**config.mk**
```make
export PLATFORM = sky130hd
export DESIGN_NAME = mips_multicycle_control
export DESIGN_NICKNAME = d
export VERILOG_FILES = /design/src/rtl/mips_multicycle_control.sv
export SDC_FILE = /design/constraint.sdc
export NUM_CORES = 1
export LEC_CHECK = 0
export ABC_AREA = 1
export ABC_CLOCK_PERIOD_IN_PS = 2410
export BUFFER_PORTS_ARGS = -buffer_cell sky130_fd_sc_hd__buf_2
export CAP_MARGIN = 5
export CORE_ASPECT_RATIO = 0.8
export CORE_MARGIN = 2
export CORE_UTILIZATION = 45
export CTS_CLUSTER_SIZE = 24
export DETAILED_ROUTE_END_ITERATION = 16
export PLACE_DENSITY = 0.73
export SLEW_MARGIN = 40
export SYNTH_ARGS = -nofsm -noshare
export SYNTH_HDL_FRONTEND = slang
export SYNTH_SLANG_ARGS = --single-unit
```
**constraint.sdc**
```tcl
create_clock -name clk -period 2.41 [get_ports clk]
set_input_delay 0.1205 -clock clk [delete_from_list [all_inputs] [get_ports clk]]
set_output_delay 0.1205 -clock clk [all_outputs]
set_load 0.05 [all_outputs]
```
**src/rtl/mips_multicycle_control.sv**
```systemverilog
// Moore control FSM for the multicycle MIPS datapath: one state per clock,
// plus retired-instruction counter, illegal-instruction pulse and state debug.
module mips_multicycle_control #(
  parameter int COUNT_WIDTH = 32
) (
  input  logic                   clk,
  input  logic                   reset,
  input  logic [5:0]             opcode_i,
  input  logic [5:0]             funct_i,
  input  logic                   zero_i,
  output logic                   PCWrite,
  output logic                   IorD,
  output logic                   MemWrite,
  output logic                   IRWrite,
  output logic                   RegDst,
  output logic                   MemtoReg,
  output logic                   RegWrite,
  output logic                   ALUSrcA,
  output logic [1:0]             ALUSrcB,
  output logic [3:0]             ALUControl,
  output logic                   PCSrc,
  output logic                   illegal_o,
  output logic [3:0]             state_o,
  output logic [COUNT_WIDTH-1:0] instr_count_o
);

  typedef enum logic [3:0] {
    S_FETCH   = 4'd0,
    S_DECODE  = 4'd1,
    S_MEMADR  = 4'd2,
    S_MEMRD   = 4'd3,
    S_MEMWB   = 4'd4,
    S_MEMWR   = 4'd5,
    S_EXECUTE = 4'd6,
    S_ALUWB   = 4'd7,
    S_BRANCH  = 4'd8,
    S_ADDIEX  = 4'd9,
    S_ADDIWB  = 4'd10
  } state_e;

  localparam logic [5:0] OP_RTYPE = 6'b000000;
  localparam logic [5:0] OP_LW    = 6'b100011;
  localparam logic [5:0] OP_SW    = 6'b101011;
  localparam logic [5:0] OP_BEQ   = 6'b000100;
  localparam logic [5:0] OP_BNE   = 6'b000101;
  localparam logic [5:0] OP_ADDI  = 6'b001000;

  localparam logic [5:0] FN_ADD = 6'b100000;
  localparam logic [5:0] FN_SUB = 6'b100010;
  localparam logic [5:0] FN_AND = 6'b100100;
  localparam logic [5:0] FN_OR  = 6'b100101;
  localparam logic [5:0] FN_SLT = 6'b101010;

  localparam logic [3:0] ALU_AND = 4'b0000;
  localparam logic [3:0] ALU_OR  = 4'b0001;
  localparam logic [3:0] ALU_ADD = 4'b0010;
  localparam logic [3:0] ALU_SUB = 4'b0110;
  localparam logic [3:0] ALU_SLT = 4'b0111;

  state_e                 state_q, state_d;
  logic                   illegal_q, illegal_d;
  logic [COUNT_WIDTH-1:0] cnt_q, cnt_d;
  logic                   retire;
  logic                   pcw, memw, irw, regw;

  always_ff @(posedge clk or negedge reset) begin
    if (!reset) begin
      state_q   <= S_FETCH;
      illegal_q <= 1'b0;
      cnt_q     <= '0;
    end else begin
      state_q   <= state_d;
      illegal_q <= illegal_d;
      cnt_q     <= cnt_d;
    end
  end

  always_comb begin
    state_d    = S_FETCH;
    illegal_d  = 1'b0;
    retire     = 1'b0;
    pcw        = 1'b0;
    memw       = 1'b0;
    irw        = 1'b0;
    regw       = 1'b0;
    IorD       = 1'b0;
    RegDst     = 1'b0;
    MemtoReg   = 1'b0;
    ALUSrcA    = 1'b0;
    ALUSrcB    = 2'b00;
    ALUControl = ALU_ADD;
    PCSrc      = 1'b0;
    case (state_q)
      S_FETCH: begin
        ALUSrcB = 2'b01;
        irw     = 1'b1;
        pcw     = 1'b1;
        state_d = S_DECODE;
      end
      S_DECODE: begin
        // Branch target is computed speculatively into ALUOut here.
        ALUSrcB = 2'b11;
        case (opcode_i)
          OP_LW, OP_SW:   state_d = S_MEMADR;
          OP_RTYPE:       state_d = S_EXECUTE;
          OP_BEQ, OP_BNE: state_d = S_BRANCH;
          OP_ADDI:        state_d = S_ADDIEX;
          default: begin
            state_d   = S_FETCH;
            illegal_d = 1'b1;
          end
        endcase
      end
      S_MEMADR: begin
        ALUSrcA = 1'b1;
        ALUSrcB = 2'b10;
        state_d = (opcode_i == OP_LW) ? S_MEMRD : S_MEMWR;
      end
      S_MEMRD: begin
        IorD    = 1'b1;
        state_d = S_MEMWB;
      end
      S_MEMWB: begin
        MemtoReg = 1'b1;
        regw     = 1'b1;
        retire   = 1'b1;
      end
      S_MEMWR: begin
        IorD   = 1'b1;
        memw   = 1'b1;
        retire = 1'b1;
      end
      S_EXECUTE: begin
        ALUSrcA = 1'b1;
        state_d = S_ALUWB;
        // Unknown funct still completes as an add; the flag reports it.
        case (funct_i)
          FN_ADD:  ALUControl = ALU_ADD;
          FN_SUB:  ALUControl = ALU_SUB;
          FN_AND:  ALUControl = ALU_AND;
          FN_OR:   ALUControl = ALU_OR;
          FN_SLT:  ALUControl = ALU_SLT;
          default: illegal_d  = 1'b1;
        endcase
      end
      S_ALUWB: begin
        RegDst = 1'b1;
        regw   = 1'b1;
        retire = 1'b1;
      end
      S_BRANCH: begin
        ALUSrcA    = 1'b1;
        ALUControl = ALU_SUB;
        PCSrc      = 1'b1;
        pcw        = (opcode_i == OP_BNE) ? ~zero_i : zero_i;
        retire     = 1'b1;
      end
      S_ADDIEX: begin
        ALUSrcA = 1'b1;
        ALUSrcB = 2'b10;
        state_d = S_ADDIWB;
      end
      S_ADDIWB: begin
        regw   = 1'b1;
        retire = 1'b1;
      end
      default: ALUSrcB = 2'b01;
    endcase
  end

  assign cnt_d = cnt_q + {{(COUNT_WIDTH-1){1'b0}}, retire};

  // Enables are gated by the reset pin so nothing writes while it is low.
  assign PCWrite  = pcw  & reset;
  assign MemWrite = memw & reset;
  assign IRWrite  = irw  & reset;
  assign RegWrite = regw & reset;

  assign illegal_o     = illegal_q;
  assign state_o       = state_q;
  assign instr_count_o = cnt_q;

endmodule

```
==> flow_metrics.py, run 1 <==
metrics = {
    "run_status": {
        "status": "finished, final reports clean",
    },
    "place": {
        "portBuffers": 65,
        "placedCellCount": 476,
        "hpwl_mm": 4.85,
        "gp_congestion": 0.949,
        "pre_cts_ws_ns": 0.170,
    },
    "synthesis": {
        "synthTopCellsByCount": "nand2_1, nor2_1, inv_1",
        "synth-edff-count": 0,
        "seq_area_frac_synth_pct": 39.6,
        "synth_xor_area_share_pct": 5.62,
        "syn_area_um2": 2340,
        "synth_top_family_by_area": "simple AND/OR/NAND/NOR gates",
        "synth_ff_type": "dfrtp_1",
        "synth_top_cell_area_share_pct": 39.6,
        "synth_top_area_cell": "dfrtp_1",
        "synthArstFlopShare_pct": 100,
        "muxShareOfSynthArea_pct": 0,
        "yosys.area_share.simple_pct": 44.1,
        "synth_seq_cells": 37,
        "synth_area_leaders": "dfrtp_1, nand2_1, nor2_1, inv_1, nand3_1",
        "syn-num-nets": 366,
        "yosys_warnings": 0,
        "synth_fa_ha_area_share_pct": 1.07,
        "synth_cell_type_count": 21,
        "netlist_instances": 349,
        "synth_compound_area_share_pct": 1.98,
        "yosysMostFrequentCell": "nand2_1",
        "avgSynthCellArea_um2": 6.69,
    },
    "sta": {
        "finClkSkew_ns": 0.00883,
        "finalSetupViolCount": 0,
        "hold_violations": 0,
        "setup-tns-final_ns": 0,
        "fin_crit_sh_pct": 90.1,
        "setup_ws_ns": 0.239,
        "rsz0062_at_grt": "false",
        "fmax_mhz": 461,
        "finalCriticalPeriod_ns": 2.17,
        "fin_hold_ws_ns": 0.183,
        "slew_viol_final": 0,
    },
    "cts": {
        "numCtsBuffers": 5,
        "cts_setup_buffers": 0,
        "cts_tree": "built",
        "cts_num_sinks": 37,
        "cts_htree_levels": 2,
        "clkTransAtPathRegs_ns": 0.08,
        "root_buffer": "clkbuf_8",
        "clockBufferDepth": 2,
        "clock_latency_ns": 0.29,
    },
    "floorplanning": {
        "die_x_um": 84.6,
        "dieArea_um2": 5790,
        "rows": 23,
        "core-area_um2": 5010,
        "start_util_pct": 46.7,
        "dieHeight_um": 68.4,
        "io_pins": 67,
    },
    "setup_path": {
        "worstPathRequired_ns": 2.63,
        "critPathMaxStageDelay_ns": 0.40,
        "path_cells": "inv_1 > nand2_1 > o22ai_1 > ha_2 > ha_2 > inv_2 > nor2_2 > nand2_2 > nor2_2 > xor2_1",
        "startpoint_type": "flop",
        "worstSetupPathType": "flop to flop",
        "reg2regPathDepth": 10,
        "worstSetupEndpointType": "flop",
        "worst-path-max-fanout": 6,
        "arrival_ns": 2.39,
        "cp_slowest_cell": "dfrtp_1",
        "reg2reg_slack_ns": 0.24,
        "cp_num_buf_inv": 2,
        "crit_cells": 10,
        "crit_path_end": "instr_count_o[16]",
        "crit_path_start": "state_o[3]",
        "reg2reg_to": "instr_count_o[16]",
        "worstReg2RegStart": "state_o[3]",
        "critPathTopFamily": "adder cells",
    },
    "routing": {
        "route.detailed.drc": 0,
        "via_count": 2364,
        "wl_mm": 6.03,
        "first_pass_iters": 4,
        "drt-initial-drc-count": 156,
        "drtAntennaViolNets": 0,
        "post_drt_via_cell_ratio": 4.87,
        "wl_per_cell_um": 12.4,
    },
    "finish": {
        "drive_above_1_share_pct": 23.4,
        "antennaDiodeCount": 0,
        "nets": 439,
        "stdcell_count": 485,
        "syn2layout_area_growth_pct": 23.4,
    },
    "power_and_ir_drop": {
        "power_leakage_nw": 1.50,
        "ir_drop_v": 0.000594,
        "p_per_area_nw_per_um2": 685,
    },
    "global_route": {
        "antenna_found_initial": 0,
        "overflow": 0,
        "grt_max_degree": 21,
        "grt_usage_pct": 21.1,
        "grt_pass1_wl_mm": 9.55,
        "grt_pass1_vias": 2129,
    },
    "hold_path": {
        "hold_path_class": "primary input to flop",
    },
    "flow_run": {
        "cap_violations": 0,
    },
}
## flip-flops by register name, summed over array words and instances (netlist names)
signal and flops:
illegal_o 1, instr_count_o 32, state_o 4
## per-layer routing
metal	vias up	wire length [µm]	share of wire [%]	track usage (%)
li1	1210	-	-	-
met1	1076	2850	47	27.9
met2	71	2720	45	35.4
met3	7	390	6.5	4.83
met4	0	63	1.0	5.75
met5	-	0	0	0
## how the worst min path moves through the flow
stage / start / to / slack, ns / cells past startpoint
after CTS: opcode_i[3] / state_o[2] / 0.18 / 4
after global placement: reset / instr_count_o[5] / 0.09 / 1
after global routing: opcode_i[3] / state_o[2] / 0.25 / 4
final: opcode_i[3] / state_o[2] / 0.18 / 4
after floorplan: reset / illegal_o / -0.18 / 0
after detailed placement: reset / instr_count_o[5] / 0.09 / 1
## through the flow
step / total power [mW] / area (µm²) / util [%]
after detailed placement: 1.42 / 2750 / 54.9
final: 1.97 / 2880 / 57.5
after global routing: 2.06 / 2880 / 57.5
after floorplan: 1.25 / 2340 / -
after global placement: 1.42 / 2750 / 54.9
after CTS: 1.98 / 2870 / 57.4
## cell usage in the layout (no fill, tap or decap), drive strengths merged
cell type,n
xor2,9
nand2,127
ha,2
o21ai,6
nand3,29
dfrtp,37
buf,66
nand4,4
and2,2
xnor2,6
clkbuf,7
o22ai,1
conb,1
a21oi,2
bufinv,1
nor2,75
inv,44
dlygate4sd3,1
nor3,1
nand3b,2
## layout make-up
| class | count | area, µm² |
|---|---|---|
| clock inverter | 1 | 30.0 |
| timing repair buffer | 67 | 343 |
| inverter | 44 | 165 |
| clock buffer | 7 | 86.3 |
| multi-input combinational | 267 | 1250 |
| sequential | 37 | 926 |
| tap | 62 | 77.6 |
| fill | 494 | 2130 |
## report_power, final
part	total (mW)	internal, mW	switching [mW]	leakage [nW]
Sequential	0.734	0.672	0.0619	0.508
Combinational	0.685	0.148	0.537	0.934
Clock	0.555	0.337	0.217	0.0585
## cell families after synthesis
kind of cell               after synthesis
adders and majority gates                2
xor gates and xnor gates                15
other                                    1
buffers and inverters                   45
DFF                                     37
AOI/OAI and AO/OA                        9
and+or+nand+nor                        240
## tightest hold or removal path, delay by kind of cell
kind | cells | cell delay [ns]
AND/OR/NAND/NOR | 3 | 0.21
buffers and inverters | 1 | 0.08
## what timing repair did
| action | 4_1_cts | 5_1_grt |
|---|---|---|
| hold buffers | 1 | 0 |
| gates resized for setup | 0 | 3 |
| setup endpoints to repair | 0 | 5 |
| endpoints found under the hold margin | 17 | 0 |
Power figures use the tool's default switching activity.
==> run 2, diff against run 1 <==
--- a/config.mk
+++ b/config.mk
@@ -6,7 +6,7 @@
 export NUM_CORES = 1
 export LEC_CHECK = 0
 export ABC_AREA = 1
-export ABC_CLOCK_PERIOD_IN_PS = 2410
+export ABC_CLOCK_PERIOD_IN_PS = 2200
 export BUFFER_PORTS_ARGS = -buffer_cell sky130_fd_sc_hd__buf_2
 export CAP_MARGIN = 5
 export CORE_ASPECT_RATIO = 0.8
==> constraint.sdc (replaced) <==
create_clock -name clk -period 2.2 [get_ports clk]
set_input_delay 0.11 -clock clk [delete_from_list [all_inputs] [get_ports clk]]
set_output_delay 0.11 -clock clk [all_outputs]
set_load 0.05 [all_outputs]
==> run 2 against run 1 <==
Hold slack got worse by 0.011 ns. Clock power shrank 14%. Clock-buffer cell count did not move. Wire length fell by 3.8%. Critical endpoint is now instr_count_o[24]. Largest power group unchanged.
==> flow_metrics.py, run 2 (synthesis gave the netlist of run 1 again) <==
metrics = {
    "sta": {
        "finClkSkew_ns": 0.00787,
        "fmax_mhz": 505,
        "fin_crit_sh_pct": 89.9,
        "hold_violations": 0,
        "rsz0062_at_grt": "false",
        "finalSetupViolCount": 0,
        "finalCriticalPeriod_ns": 1.98,
        "setup_ws_ns": 0.221,
        "slew_viol_final": 0,
    },
    "place": {
        "gp_congestion": 0.926,
        "portBuffers": 65,
        "pre_cts_ws_ns": 0.0917,
        "hpwl_mm": 4.77,
        "placedCellCount": 477,
    },
    "finish": {
        "stdcell_count": 485,
        "syn2layout_area_growth_pct": 22.8,
        "antennaDiodeCount": 0,
        "nets": 440,
        "largest_register_ff_count": 32,
        "postLayoutCoreUtil_pct": 57.3,
        "final_common_cell": "nand2_1",
        "final_cell_mix": "nand2_1, buf_2, nor2_1, inv_1, dfrtp_1",
        "drive_above_1_share_pct": 24.3,
    },
    "cts": {
        "root_buffer": "clkbuf_8",
        "clockBufferDepth": 2,
        "cts_htree_levels": 2,
        "cts_tree": "built",
        "cts_num_sinks": 37,
        "clock_latency_ns": 0.29,
        "clkTransAtPathRegs_ns": 0.07,
        "numCtsBuffers": 5,
    },
    "global_route": {
        "grt_pass1_vias": 2041,
        "grt_pass1_wl_mm": 9.40,
        "grt_max_degree": 38,
        "antenna_found_initial": 0,
        "grt_usage_pct": 21.0,
        "overflow": 0,
    },
    "setup_path": {
        "worstSetupPathType": "flop to flop",
        "worstPathRequired_ns": 2.39,
        "worstSetupEndpointType": "flop",
        "cp_slowest_cell": "dfrtp_2",
        "startpoint_type": "flop",
        "crit_top_cell": "nand2_1",
        "critPathMaxStageDelay_ns": 0.41,
        "worst-path-max-fanout": 6,
        "arrival_ns": 2.17,
        "path_cells": "inv_1 > nand2_1 > o22ai_2 > ha_1 > ha_2 > inv_2 > nor2_2 > nand2_2 > inv_1 > nand2_1 > nand2_1 > nand2_1",
    },
    "routing": {
        "wl_per_cell_um": 12.0,
        "via_count": 2323,
        "first_pass_iters": 5,
        "drt-initial-drc-count": 153,
        "wl_mm": 5.80,
        "post_drt_via_cell_ratio": 4.79,
        "route.detailed.drc": 0,
        "drtAntennaViolNets": 0,
    },
    "floorplanning": {
        "io_pins": 67,
        "dieHeight_um": 68.4,
        "core-area_um2": 5010,
        "rows": 23,
        "start_util_pct": 46.7,
        "die_x_um": 84.6,
        "dieArea_um2": 5790,
    },
    "hold_path": {
        "hold_path_class": "primary input to flop",
    },
    "power_and_ir_drop": {
        "p_seq_share_pct": 39.7,
        "intPower_mw": 1.15,
        "ir_drop_v": 0.000624,
        "p_comb_share_pct": 36.8,
        "power_leakage_nw": 1.49,
        "swShare_pct": 43.3,
        "p_sw_mw": 0.881,
        "clockPowerShare_pct": 23.5,
        "p_per_area_nw_per_um2": 710,
    },
    "flow_run": {
        "cap_violations": 0,
    },
    "run_status": {
        "status": "finished, final reports clean",
    },
}
[run 2: cell types whose count changed in the layout (fill, tap and decap cells not counted), sizes merged]
cell / change
buf: +1
bufinv: -1
[run 2: area by class of cell]
class | count | area, µm²
Tap cell | 62 | 77.6
Clock buffer | 7 | 86.3
Sequential cell | 37 | 931
Multi-Input combinational cell | 267 | 1260
Fill cell | 501 | 2140
Timing Repair Buffer | 68 | 350
Inverter | 44 | 165
[run 2: timing repair]
| action | in CTS | in global routing |
|---|---|---|
| endpoints found under the setup margin | 0 | 8 |
| hold endpoints to repair | 37 | 0 |
| hold buffers | 1 | 0 |
| setup buffers | 0 | 0 |
| gates resized for setup | 0 | 3 |
[run 2: per-stage QoR]
stage | power, mW | TNS (ns) | area, µm² | hold slack, ns
2_1_floorplan | 1.37 | -0.0166 | 2350 | -0.186
3_3_place_gp | 1.56 | 0 | 2760 | 0.249
3_5_place_dp | 1.56 | 0 | 2760 | 0.246
4_1_cts | 2.05 | 0 | 2860 | 0.172
5_1_grt | 2.13 | 0 | 2870 | 0.187
6_report | 2.03 | 0 | 2870 | 0.171
[run 2: worst paths after layout]
kind,end,cells after the start,start,slack (ns)
setup / recovery,instr_count_o[24],12,state_o[3],0.22
hold / removal,state_o[2],4,opcode_i[3],0.17
setup reg to reg,instr_count_o[24],12,state_o[3],0.22
hold reg to reg,instr_count_o[0],1,instr_count_o[0],0.50
max in group asynchronous,state_o[1],3,reset,1.39
min in group asynchronous,instr_count_o[28],3,reset,0.45
[run 2: critical path: cells and delay by family, from the launching register on]
kind | cells | cell delay (ns)
AOI/OAI and AO/OA | 1 | 0.22
adders and majority gates | 2 | 0.47
buffers and inverters | 3 | 0.24
DFF | 1 | 0.41
and+or+nand+nor | 6 | 0.54
[run 2: metal layers]
layer	up-vias	track usage, %	routed length [µm]
met5	-	0	0
met4	0	5.36	57
met3	8	4.70	457
met2	70	32.6	2510
met1	1032	29.9	2780
li1	1213	-	-
[run 2: power by group through the flow]
| stage | clock [mW] | sequential (mW) | combinational (mW) |
|---|---|---|---|
| detailed placement | 0 | 0.819 | 0.745 |
| floorplan | 0 | 1.01 | 0.366 |
| finish | 0.478 | 0.808 | 0.748 |
| global placement | 0 | 0.819 | 0.738 |
| global route | 0.518 | 0.816 | 0.801 |
| CTS | 0.496 | 0.806 | 0.749 |
==> run 3, diff against run 2 <==
--- a/config.mk
+++ b/config.mk
@@ -6,7 +6,7 @@
 export NUM_CORES = 1
 export LEC_CHECK = 0
 export ABC_AREA = 1
-export ABC_CLOCK_PERIOD_IN_PS = 2200
+export ABC_CLOCK_PERIOD_IN_PS = 2130
 export BUFFER_PORTS_ARGS = -buffer_cell sky130_fd_sc_hd__buf_2
 export CAP_MARGIN = 5
 export CORE_ASPECT_RATIO = 0.8
==> constraint.sdc (replaced) <==
create_clock -name clk -period 2.13 [get_ports clk]
set_input_delay 0.1065 -clock clk [delete_from_list [all_inputs] [get_ports clk]]
set_output_delay 0.1065 -clock clk [all_outputs]
set_load 0.05 [all_outputs]
==> run 3 against run 2 <==
Critical path depth stayed put. Power is 6.8% higher. Die area stayed put. Flip-flop and latch count stayed put. Clock skew hardly changed. Final cell count is 0.62% higher. Register-to-register slack hardly changed. Global-route usage is 0.19 points higher. Non-clock buffer count is 2 higher. Clock power is 14% higher. Highest routed layer unchanged.
==> flow_metrics.py, run 3 (synthesis gave the netlist of run 1 again) <==
metrics = {
    "place": {
        "pre_cts_ws_ns": 0.0275,
        "hpwl_mm": 4.68,
        "gp_congestion": 0.948,
        "portBuffers": 65,
        "dpl-instance-area_um2": 2770,
        "placedCellCount": 478,
    },
    "hold_path": {
        "hold_path_class": "primary input to async pin",
    },
    "global_route": {
        "grt_pass1_wl_mm": 9.59,
        "grt_usage_pct": 21.2,
        "grt_max_degree": 37,
        "overflow": 0,
        "grt_pass1_vias": 2105,
        "antenna_found_initial": 0,
    },
    "finish": {
        "syn2layout_area_growth_pct": 24.5,
        "postLayoutCoreUtil_pct": 58.1,
        "nets": 442,
        "final_common_cell": "nand2_1",
        "drive_above_1_share_pct": 25.1,
        "final_cell_mix": "nand2_1, buf_2, nor2_1, inv_1, dfrtp_1",
        "largest_register_ff_count": 32,
        "filler_cell_count": 516,
        "antennaDiodeCount": 0,
        "stdcell_area_um2": 2910,
        "stdcell_count": 488,
    },
    "power_and_ir_drop": {
        "p_per_area_nw_per_um2": 747,
        "ir_drop_v": 0.000587,
        "power_leakage_nw": 1.51,
        "p_total_mw": 2.17,
    },
    "floorplanning": {
        "rows": 23,
        "dieHeight_um": 68.4,
        "io_pins": 67,
        "die_x_um": 84.6,
        "dieArea_um2": 5790,
        "start_util_pct": 46.7,
        "core-area_um2": 5010,
    },
    "routing": {
        "wl_mm": 5.80,
        "wl_per_cell_um": 11.9,
        "via_count": 2325,
        "route.detailed.drc": 0,
        "drt-initial-drc-count": 124,
        "post_drt_via_cell_ratio": 4.76,
        "drtAntennaViolNets": 0,
        "first_pass_iters": 5,
    },
    "cts": {
        "clockBufferDepth": 2,
        "clock_latency_ns": 0.30,
        "root_buffer": "clkbuf_8",
        "clkTransAtPathRegs_ns": 0.07,
        "cts_num_sinks": 37,
        "numCtsBuffers": 5,
        "cts_htree_levels": 2,
        "cts_tree": "built",
    },
    "flow_run": {
        "cap_violations": 0,
    },
    "setup_path": {
        "worst-path-max-fanout": 6,
        "critPathMaxStageDelay_ns": 0.42,
        "worstSetupPathType": "flop to flop",
        "crit_top_cell": "nand2_1",
        "path_cells": "inv_1 > nor2_2 > o22ai_2 > ha_2 > ha_4 > inv_2 > nor2_2 > nand2_2 > inv_1 > nand2_1 > nand2_1 > nand2_1",
        "cp_slowest_cell": "dfrtp_2",
        "critPathTopFamily": "simple AND/OR/NAND/NOR gates",
        "worstSetupEndpointType": "flop",
        "startpoint_type": "flop",
        "worstPathRequired_ns": 2.32,
        "cp_num_buf_inv": 3,
        "arrival_ns": 2.11,
    },
    "sta": {
        "finalCriticalPeriod_ns": 1.92,
        "fin_crit_sh_pct": 90.0,
        "hold_violations": 0,
        "finClkSkew_ns": 0.00796,
        "slew_viol_final": 0,
        "setup-tns-final_ns": 0,
        "rsz0062_at_grt": "false",
        "fmax_mhz": 521,
        "finalSetupViolCount": 0,
        "fin_hold_ws_ns": 0.151,
        "setup_ws_ns": 0.212,
    },
    "run_status": {
        "status": "finished, final reports clean",
    },
}
## run 3: cell type report
type,instances,area [µm²],area share (%)
Multi-Input combinational cell,267,1270,43.6
Sequential cell,37,931,32.0
Timing Repair Buffer,70,365,12.6
Inverter,44,165,5.68
Clock buffer,7,96.3,3.31
Tap cell,62,77.6,2.67
Clock inverter,1,5.00,0.172
## run 3: report_power, final
group          switching (mW)  total, mW  internal (mW)
registers              0.0739      0.837          0.764
clock network           0.251      0.544          0.292
logic                   0.609      0.792          0.183
total                   0.935       2.17           1.24
## run 3: worst register-to-register path, cell delays in order, from the launching register on
cell	delay (ns)
dfrtp_2	0.42
inv_1	0.12
nor2_2	0.09
o22ai_2	0.20
ha_2	0.26
ha_4	0.18
inv_2	0.05
nor2_2	0.16
nand2_2	0.10
inv_1	0.09
nand2_1	0.06
nand2_1	0.06
nand2_1	0.05
## run 3: final timing paths
path,startpoint,to,slack (ns),depth (start not counted)
worst min register to register,instr_count_o[31],instr_count_o[31],0.50,2
worst max-delay path,state_o[1],instr_count_o[24],0.21,12
max in group asynchronous,reset,state_o[3],1.32,3
min in group clk,opcode_i[3],state_o[2],0.17,4
worst max register to register,state_o[1],instr_count_o[24],0.21,12
worst min-delay path,reset,illegal_o,0.15,2
## run 3: metal layers
| layer | wire (µm) | GRT usage, % | part of all wire (%) |
|---|---|---|---|
| met3 | 412 | 4.95 | 7.1 |
| met1 | 2860 | 28.9 | 49 |
| met4 | 83 | 6.75 | 1.4 |
| met2 | 2450 | 33.8 | 42 |
| met5 | 0 | 0 | 0 |
## run 3: timing repair
action,in CTS,in global routing
setup buffers,0,1
hold endpoints to repair,37,0
endpoints found under the setup margin,0,6
resized for setup,0,2
hold buffers,1,0
